**src/rtl/sprite_line_fetch.sv**
```systemverilog
// sprite_line_fetch
// Per-scanline sequencer for a 32x32, 4-bit-per-pixel sprite held in a
// 256x16 BRAM (8 words per row, 4 pixels per word, leftmost pixel in [15:12]).
// On each line start the previously fetched row is committed to the display
// buffer and the row needed for the next line is read into the fetch buffer.
// During active video a registered colour index and opacity flag are emitted.
//
// Ports
//   clk            pixel/system clock
//   reset_n_i      asynchronous active-low reset
//   cfg_wr_i       config write strobe
//   cfg_sel_i      0 = X, 1 = Y, 2 = CTRL (bit0 enable, [7:4] bank, bit15 clears overrun)
//   cfg_data_i     config write data
//   line_start_i   one-cycle pulse at start of each display line
//   fetch_line_i   line number to fetch for, sampled with line_start_i
//   h_count_i      current pixel column
//   spr_rd_en_o    BRAM read enable
//   spr_rd_addr_o  BRAM read address {row, word}
//   spr_rd_data_i  BRAM read data, valid one cycle after spr_rd_en_o
//   pixel_valid_o  sprite pixel opaque at this column
//   pixel_color_o  {palette bank, pixel nibble}
//   busy_o         fetch in progress
//   overrun_o      sticky: line_start_i arrived during a fetch
module sprite_line_fetch #(
    parameter int H_WIDTH = 11,
    parameter int V_WIDTH = 11
) (
    input  logic               clk,
    input  logic               reset_n_i,
    input  logic               cfg_wr_i,
    input  logic [1:0]         cfg_sel_i,
    input  logic [15:0]        cfg_data_i,
    input  logic               line_start_i,
    input  logic [V_WIDTH-1:0] fetch_line_i,
    input  logic [H_WIDTH-1:0] h_count_i,
    output logic               spr_rd_en_o,
    output logic [7:0]         spr_rd_addr_o,
    input  logic [15:0]        spr_rd_data_i,
    output logic               pixel_valid_o,
    output logic [7:0]         pixel_color_o,
    output logic               busy_o,
    output logic               overrun_o
);

    typedef enum logic [1:0] {
        S_IDLE,
        S_READ,
        S_LAST
    } state_t;

    state_t             r_state;
    state_t             w_state_nxt;

    logic [H_WIDTH-1:0] r_x;
    logic [V_WIDTH-1:0] r_y;
    logic               r_en;
    logic [3:0]         r_bank;
    logic               r_overrun;

    logic [4:0]         r_row;
    logic [2:0]         r_word;
    logic [15:0]        r_fetch [8];
    logic [15:0]        r_disp  [8];
    logic               r_fetch_ok;
    logic               r_disp_valid;
    logic               r_rd_en;
    logic [7:0]         r_rd_addr;
    logic               r_pix_valid;
    logic [7:0]         r_pix_color;

    logic [V_WIDTH-1:0] w_row;
    logic               w_busy;
    logic               w_start;
    logic [H_WIDTH-1:0] w_dx;
    logic               w_hit;
    logic [15:0]        w_word;
    logic [3:0]         w_nib;
    logic               w_unused;

    // Not every data bit maps to a register field.
    assign w_unused = ^cfg_data_i;

    // Row offset wraps modulo 2^V_WIDTH, so lines above Y land far out of range.
    assign w_row   = fetch_line_i - r_y;
    assign w_busy  = (r_state != S_IDLE);
    assign w_start = line_start_i & r_en & (w_row[V_WIDTH-1:5] == '0);

    // ---------------- FSM ----------------
    always_ff @(posedge clk or negedge reset_n_i) begin
        if (!reset_n_i) begin
            r_state <= S_IDLE;
        end else begin
            r_state <= w_state_nxt;
        end
    end

    // A line start overrides whatever the sequencer was doing.
    always_comb begin
        w_state_nxt = r_state;
        if (line_start_i) begin
            w_state_nxt = w_start ? S_READ : S_IDLE;
        end else begin
            case (r_state)
                S_READ:  if (r_word == 3'd7) w_state_nxt = S_LAST;
                S_LAST:  w_state_nxt = S_IDLE;
                default: w_state_nxt = r_state;
            endcase
        end
    end

    // ---------------- configuration ----------------
    always_ff @(posedge clk or negedge reset_n_i) begin
        if (!reset_n_i) begin
            r_x       <= '0;
            r_y       <= '0;
            r_en      <= 1'b0;
            r_bank    <= '0;
            r_overrun <= 1'b0;
        end else begin
            if (cfg_wr_i) begin
                case (cfg_sel_i)
                    2'd0: r_x <= cfg_data_i[H_WIDTH-1:0];
                    2'd1: r_y <= cfg_data_i[V_WIDTH-1:0];
                    2'd2: begin
                        r_en   <= cfg_data_i[0];
                        r_bank <= cfg_data_i[7:4];
                    end
                    default: ;
                endcase
            end
            // A fresh overrun wins over a simultaneous clear request.
            if (line_start_i && w_busy) begin
                r_overrun <= 1'b1;
            end else if (cfg_wr_i && (cfg_sel_i == 2'd2) && cfg_data_i[15]) begin
                r_overrun <= 1'b0;
            end
        end
    end

    // ---------------- fetch / commit ----------------
    // r_word is the word whose address is on the bus this cycle; its data is
    // captured one cycle later, hence the slot r_word-1 in READ and slot 7 in LAST.
    always_ff @(posedge clk or negedge reset_n_i) begin
        if (!reset_n_i) begin
            r_row        <= '0;
            r_word       <= '0;
            r_fetch_ok   <= 1'b0;
            r_disp_valid <= 1'b0;
            r_rd_en      <= 1'b0;
            r_rd_addr    <= '0;
            for (int unsigned i = 0; i < 8; i++) begin
                r_fetch[i] <= '0;
                r_disp[i]  <= '0;
            end
        end else begin
            r_rd_en <= 1'b0;
            if (line_start_i) begin
                for (int unsigned i = 0; i < 8; i++) begin
                    r_disp[i] <= r_fetch[i];
                end
                r_disp_valid <= r_fetch_ok;
                r_fetch_ok   <= 1'b0;
                if (w_start) begin
                    r_row     <= w_row[4:0];
                    r_word    <= '0;
                    r_rd_en   <= 1'b1;
                    r_rd_addr <= {w_row[4:0], 3'd0};
                end
            end else begin
                case (r_state)
                    S_READ: begin
                        if (r_word != 3'd0) begin
                            r_fetch[r_word - 3'd1] <= spr_rd_data_i;
                        end
                        if (r_word != 3'd7) begin
                            r_word    <= r_word + 3'd1;
                            r_rd_en   <= 1'b1;
                            r_rd_addr <= {r_row, r_word + 3'd1};
                        end
                    end
                    S_LAST: begin
                        r_fetch[7] <= spr_rd_data_i;
                        r_fetch_ok <= 1'b1;
                    end
                    default: ;
                endcase
            end
        end
    end

    // ---------------- pixel path ----------------
    assign w_dx  = h_count_i - r_x;
    assign w_hit = r_disp_valid & r_en & (w_dx[H_WIDTH-1:5] == '0);

    always_comb begin
        w_word = r_disp[w_dx[4:2]];
        case (w_dx[1:0])
            2'd0:    w_nib = w_word[15:12];
            2'd1:    w_nib = w_word[11:8];
            2'd2:    w_nib = w_word[7:4];
            default: w_nib = w_word[3:0];
        endcase
    end

    always_ff @(posedge clk or negedge reset_n_i) begin
        if (!reset_n_i) begin
            r_pix_valid <= 1'b0;
            r_pix_color <= '0;
        end else begin
            r_pix_valid <= w_hit & (w_nib != 4'd0);
            r_pix_color <= w_hit ? {r_bank, w_nib} : '0;
        end
    end

    assign spr_rd_en_o   = r_rd_en;
    assign spr_rd_addr_o = r_rd_addr;
    assign pixel_valid_o = r_pix_valid;
    assign pixel_color_o = r_pix_color;
    assign busy_o        = w_busy;
    assign overrun_o     = r_overrun;

endmodule

```
**config.mk**
```make
export PLATFORM = sky130hd
export DESIGN_NAME = sprite_line_fetch
export DESIGN_NICKNAME = d
export VERILOG_FILES = /design/src/rtl/sprite_line_fetch.sv
export SDC_FILE = /design/constraint.sdc
export NUM_CORES = 1
export LEC_CHECK = 0
export CORE_ASPECT_RATIO = 0.5
export CORE_MARGIN = 8
export CORE_UTILIZATION = 30
export DETAILED_ROUTE_END_ITERATION = 10
export SKIP_CTS_REPAIR_TIMING = 1
export SYNTH_ARGS = -nofsm -noshare
export SYNTH_HDL_FRONTEND = slang
export SYNTH_SLANG_ARGS = --single-unit
```
**constraint.sdc**
```tcl
create_clock -name clk -period 4.7 [get_ports clk]
set_input_delay 0.94 -clock clk [delete_from_list [all_inputs] [get_ports clk]]
set_output_delay 0.94 -clock clk [all_outputs]
set_load 0.1 [all_outputs]
```
==> results of run 1 <==
flip-flops by register name, summed over array words and instances (netlist names):
signal and count:
r_row 5, spr_rd_addr_o 6, r_disp_valid 1, pixel_valid_o 1, spr_rd_en_o 1, overrun_o 1
r_fetch 128, pixel_color_o 8, r_disp 128, r_state 2, r_fetch_ok 1, r_word 2
r_x 11, r_en 1, r_y 11, r_bank 4
power breakdown:
group,switching (uW),internal (uW),leakage [uW],total [uW]
Combinational,940,660,0.00311,1600
Sequential,128,2920,0.00426,3050
Clock,1030,1320,0.000447,2350
kinds of logic after synthesis:
group | after synthesis | synth area share (%)
adder cells (fa/ha/maj) | 26 | 2.48
AND/OR/NAND/NOR | 127 | 4.68
buffers and inverters | 69 | 2.06
flip-flops | 311 | 56.6
XOR/XNOR | 15 | 0.956
AO/OA/AOI/OAI | 85 | 4.31
multiplexers | 325 | 28.9
layer usage:
metal	GRT usage [%]	wire length (um)	vias up
met4	3.63	960	2
li1	-	-	3676
met5	0	13	-
met1	14.9	14300	4252
met2	20.8	15900	118
met3	2.36	1290	59
metrics by stage:
stage	worst slack [ns]	util (%)	instances
after floorplan	0.762	-	958
after global placement	0.0932	34.1	1625
after detailed placement	0.0359	34.1	1625
after CTS	0.659	36.2	1677
after global routing	0.468	36.2	1677
final	0.629	36.2	1677
critical path: stages:
cell and delay (ns):
clkdlybuf4s50_1 0.40, inv_1 0.08, ha_1 0.19, inv_1 0.06
fa_1 0.52, xor2_4 0.25, buf_4 0.30, mux4_2 0.56
nor2b_1 0.15, nor3_1 0.36, a221oi_1 0.17, or4_1 0.53
path summary, 6_finish.rpt:
check                                               endpoint  cells past startpoint
worst min register to register    pixel_color_o[4]$_DFF_PN0_                      1
worst min-delay path                 r_fetch[36]$_DFFE_PN0P_                      1
min in group clk                  pixel_color_o[4]$_DFF_PN0_                      1
max in group asynchronous       spr_rd_addr_o[4]$_DFFE_PN0P_                      2
worst max-delay path                 pixel_valid_o$_DFF_PN0_                     12
worst max register to register       pixel_valid_o$_DFF_PN0_                     10
placed cells by master, fill, tap and decap left out, drive strengths merged, types with 4 or more instances in the layout:
master,netlist,routed
dfrtp,311,311
mux2,292,292
clkdlybuf4s50,0,73
nand2,49,49
clkbuf,29,43
inv,33,34
buf,7,32
o21ai,26,26
mux4,26,26
nor2,25,25
ha,24,24
a21oi,13,13
nor2b,11,11
and2,8,8
a221oi,8,8
xor2,8,8
mux2i,7,7
xnor2,7,7
a311oi,6,6
nor3,6,6
nand3,5,5
a2111oi,5,5
clkinvlp,0,5
nand2b,4,4
o211ai,4,4
a21o,4,4
nand3b,4,4
area by class of cell:
| class | instances | area (um^2) |
|---|---|---|
| repair buffers | 105 | 1040 |
| flip-flops and latches | 311 | 7780 |
| well taps | 598 | 748 |
| fillers | 4231 | 28800 |
| clock inverters | 9 | 101 |
| multi-input cells | 578 | 5720 |
| clock buffers | 43 | 851 |
| inverters | 33 | 124 |
==> qor.yml, run 1 <==
status:
  status: "completed"
yosys:
  yosys.area.top_type: "dfrtp_1"
  syn_area_per_cell_um2: 14.3
  ys_seq_elements: 311
  synth.top_cell.area_share_pct: 56.6
  synth_area_leaders: "dfrtp_1 57%, mux2_2 24%, mux4_2 3.3%"
  syn_nets: 1044
  yosysSeqAreaShare_pct: 56.6
  async_flop_share_pct: 100
  synthCells: 958
  ys_types: 56
  ys.flop_type: "dfrtp_1"
  synth-edff-count: 0
  ys_warn_count: 0
  synth_common_cells: "311 x dfrtp_1, 292 x mux2_2, 49 x nand2_1"
  synthesis.area_mm2: 0.0137
  yosysMostFrequentCell: "dfrtp_1"
clocking:
  cts.clk_slew.worst_paths_ns: 0.06
  root_buffer: "clkbuf_16"
  cts_tree: "built"
  clockBufferDepth: 3
  cts_sinks: 311
  clk-insertion-delay-late_ns: 0.58
  numCtsBuffers: 31
  htree_levels: 1
timing:
  fin_crit_sh_pct: 86.6
  hold_viol: 0
  maxSlewHeadroom_pct: 27.1
  rsz0062_at_grt: "false"
  setup-tns-final_ns: 0
  setup_viol: 0
  worstMarginPinSlew_ns: 1.09
  final_max_slew_viol_count: 0
  finalCriticalPeriod_ns: 4.07
  max_freq_mhz: 246
  hold-worst-slack_ns: 0.385
  skew_ns: 0.0175
flow_run:
  maxCapViolCount: 0
worst_setup_path:
  worstReg2RegStart: "r_x[0]$_DFFE_PN0P_"
  critPathArrivalTime_ns: 4.52
  required_ns: 5.15
  start_kind: "input port"
  r2r_setup_slack_ns: 1.11
  critPathMaxFanout: 13
  crit_start: "h_count_i[0]"
  crit_path_end_kind: "flop"
  worstSetupPathType: "input port to flop"
detailed_routing:
  routed_via_density: 4.83
  wl_um: 32400
  detail_route.wl_per_cell_um: 19.3
  drc: 0
  ant_nets: 0
  vias: 8107
  first_pass_iters: 4
  drt_iter0_drc: 457
global_routing:
  grt_max_degree: 116
  grt-ovfl-total: 0
  grt_pass1_wl_um: 51000
  antenna_found_initial: 1
  grt_pass1_vias: 8794
  track_usage_pct: 11.9
die:
  die_area_mm2: 0.0533
  start_util_pct: 30.4
  die_x_um: 319
  die_h_um: 167
  core_area_mm2: 0.0452
  io_pins: 80
  rows: 55
power:
  power_density_mw_per_mm2: 427
  ir_worst_vdd_uv: 276
  total_leakage_power_uw: 0.00782
  power_uw: 6990
placement:
  placed_area_mm2: 0.0154
  dp_hpwl_um: 22000
  port_buffers: 75
  routabilityCongestion: 0.796
layout:
  diodes: 0
  drive_above_1_share_pct: 37.0
  area_growth_pct: 19.1
  final_area_mm2: 0.0164
  fin_nets: 1146
hold_path:
  worst_hold_path_type: "input port to asynchronous set/reset pin"
No activity file was read; power rests on OpenSTA's default activity.
==> run 2: changes to the inputs <==
--- a/config.mk
+++ b/config.mk
@@ -5,6 +5,7 @@
 export SDC_FILE = /design/constraint.sdc
 export NUM_CORES = 1
 export LEC_CHECK = 0
+export CAP_MARGIN = 30
 export CORE_ASPECT_RATIO = 0.5
 export CORE_MARGIN = 8
 export CORE_UTILIZATION = 30
==> run 2 against run 1 <==
  * Clock-buffer cell count unchanged
  * Global-route usage is the same
  * Non-clock buffer count rose by 1
  * Die area stayed put
  * Sequential share of layout area is 0.080 points lower
  * Via count is essentially flat
  * Largest power group unchanged
==> qor.yml, run 2 (synthesized netlist as in run 1, its figures left out) <==
layout:
  final_common_cell: "dfrtp_1"
  fin_nets: 1147  # +0.087%
  drive_above_1_share_pct: 37.0  # +0.058 points
  multi_input_area_mm2: 0.00572  # unchanged
  final_cell_count_no_fill: 1678  # +0.060%
  fill_cells: 4226  # -0.12%
  reg_top3: "r_disp: 128 flops, r_fetch: 128 flops"
  layout_common_cells: "311 x dfrtp_1, 292 x mux2_2, 73 x clkdlybuf4s50_1"
  area_growth_pct: 19.3
  diodes: 0  # unchanged
  seq_area_mm2: 0.00778  # unchanged
power:
  power_frac_clock_pct: 33.6  # about the same
  swShare_pct: 30.0  # -0.040 points
  power_density_mw_per_mm2: 427  # -0.19%
  internal_power_uw: 4900  # about the same
  pwr-share-seq_pct: 43.6  # about the same
  comb_power_share_pct: 22.8  # about the same
  ir_worst_vdd_uv: 276  # +0.10%
  total_leakage_power_uw: 0.00783  # +0.16%
  power_uw: 6990  # about the same
  p_sw_uw: 2090  # -0.15%
detailed_routing:
  detail_route.wl_per_cell_um: 19.3  # -0.16%
  routed_via_density: 4.84  # about the same
  drt_iter0_drc: 402  # -12%
  vias: 8115  # +0.099%
  ant_nets: 0  # unchanged
  drc: 0  # unchanged
  wl_um: 32400  # -0.10%
  first_pass_iters: 4  # unchanged
timing:
  maxSlewHeadroom_pct: 33.6  # +6.5 points
  rsz0062_at_grt: "false"
  skew_ns: 0.0174  # -0.0000128 ns
  finalCriticalPeriod_ns: 4.07  # -0.00197 ns
  final_max_slew_viol_count: 0  # unchanged
  fin_crit_sh_pct: 86.6  # about the same
  max_freq_mhz: 246  # about the same
  hold_viol: 0  # unchanged
  setup_viol: 0  # unchanged
  setup-tns-final_ns: 0  # unchanged
  worstMarginPinSlew_ns: 0.993  # -0.100 ns
die:
  core_area_mm2: 0.0452  # unchanged
  die_area_mm2: 0.0533  # unchanged
  die_x_um: 319  # unchanged
  rows: 55  # unchanged
  io_pins: 80  # unchanged
  die_h_um: 167  # unchanged
  start_util_pct: 30.4  # unchanged
worst_setup_path:
  r2r-end: "pixel_valid_o$_DFF_PN0_"
  r2r_cells: 10  # unchanged
  crit_start: "h_count_i[0]"
  start_kind: "input port"
  r2r_setup_slack_ns: 1.11  # about the same
  crit_path_end_kind: "flop"
  worstSetupEndpoint: "pixel_valid_o$_DFF_PN0_"
  critPathArrivalTime_ns: 4.52  # about the same
  worstSetupPathType: "input port to flop"
  required_ns: 5.15  # about the same
  critPathMaxFanout: 13  # unchanged
  worstReg2RegStart: "r_x[0]$_DFFE_PN0P_"
clocking:
  clockBufferDepth: 3  # unchanged
  htree_levels: 1  # unchanged
  cts_tree: "built"
  root_buffer: "clkbuf_16"
  cts_sinks: 311  # unchanged
  cts.clk_slew.worst_paths_ns: 0.06  # about the same
  numCtsBuffers: 31  # unchanged
  clk-insertion-delay-late_ns: 0.58  # about the same
flow_run:
  maxCapViolCount: 0  # unchanged
global_routing:
  grt-ovfl-total: 0  # unchanged
  grt_max_degree: 116  # unchanged
  grt_pass1_vias: 8794  # unchanged
  antenna_found_initial: 1  # unchanged
  track_usage_pct: 11.9  # unchanged
  grt_pass1_wl_um: 51000  # unchanged
placement:
  routabilityCongestion: 0.796  # unchanged
  dp.cells: 1625  # unchanged
  port_buffers: 75  # unchanged
  dp_hpwl_um: 22000  # unchanged
status:
  status: "completed"
hold_path:
  worst_hold_path_type: "input port to asynchronous set/reset pin"
run 2: changes by cell type in the layout (fill, tap and decap cells not counted):
cell / change
buf_16: +1
run 2: final cells by class:
| type | instances | area share [%] |
|---|---|---|
| clock buffer | 43 | 5.19 |
| clock inverter | 9 | 0.618 |
| inverter | 33 | 0.756 |
| multi-input combinational | 578 | 34.9 |
| sequential | 311 | 47.5 |
| tap | 598 | 4.56 |
| timing repair buffer | 106 | 6.52 |
run 2: worst min-delay path by stage:
stage	from	end	slack [ns]	cells after the start
detailed placement	r_bank[3]$_DFFE_PN0P_	pixel_color_o[7]$_DFF_PN0_	0.48	1
finish	reset_n_i	r_fetch[36]$_DFFE_PN0P_	0.39	1
CTS	reset_n_i	r_fetch[36]$_DFFE_PN0P_	0.41	1
global route	reset_n_i	r_fetch[36]$_DFFE_PN0P_	0.44	1
global placement	r_bank[0]$_DFFE_PN0P_	pixel_color_o[4]$_DFF_PN0_	0.46	1
floorplan	r_bank[0]$_DFFE_PN0P_	pixel_color_o[4]$_DFF_PN0_	0.45	1
run 2: worst max-delay path, stage by stage:
cell,delay [ns]
clkdlybuf4s50_1,0.40
inv_1,0.08
ha_1,0.19
inv_1,0.06
fa_1,0.52
xor2_4,0.25
buf_4,0.29
mux4_2,0.56
nor2b_1,0.15
nor3_1,0.37
a221oi_1,0.17
or4_1,0.54
run 2: per-stage QoR:
step | hold WS, ns | area, um^2 | setup slack [ns] | util (%)
after detailed placement | 0.475 | 15400 | 0.0359 | 34.1
after global placement | 0.464 | 15400 | 0.0932 | 34.1
after floorplan | 0.447 | 13700 | 0.762 | -
after CTS | 0.406 | 16400 | 0.659 | 36.2
final | 0.391 | 16400 | 0.631 | 36.3
after global routing | 0.436 | 16400 | 0.468 | 36.3
run 2: power by group through the flow:
stage	clock (uW)	sequential [uW]	combinational, uW
detailed placement	0	3100	1610
CTS	2420	3050	1620
global route	2530	3080	1720
global placement	0	3080	1570
finish	2350	3050	1600
floorplan	0	3290	861
run 2: metal layers:
metal	wire (um)	track usage (%)	part of all wire, %
met5	13	0	0.040
met4	962	3.63	3.0
met3	1390	2.36	4.3
met2	15900	20.8	49
met1	14100	14.9	44
==> run 3: changes to the inputs <==
--- a/config.mk
+++ b/config.mk
@@ -10,7 +10,6 @@
 export CORE_MARGIN = 8
 export CORE_UTILIZATION = 30
 export DETAILED_ROUTE_END_ITERATION = 10
-export SKIP_CTS_REPAIR_TIMING = 1
 export SYNTH_ARGS = -nofsm -noshare
 export SYNTH_HDL_FRONTEND = slang
 export SYNTH_SLANG_ARGS = --single-unit
==> results of run 3 <==
Final layout, timing and power as in run 2 (identical DEF).
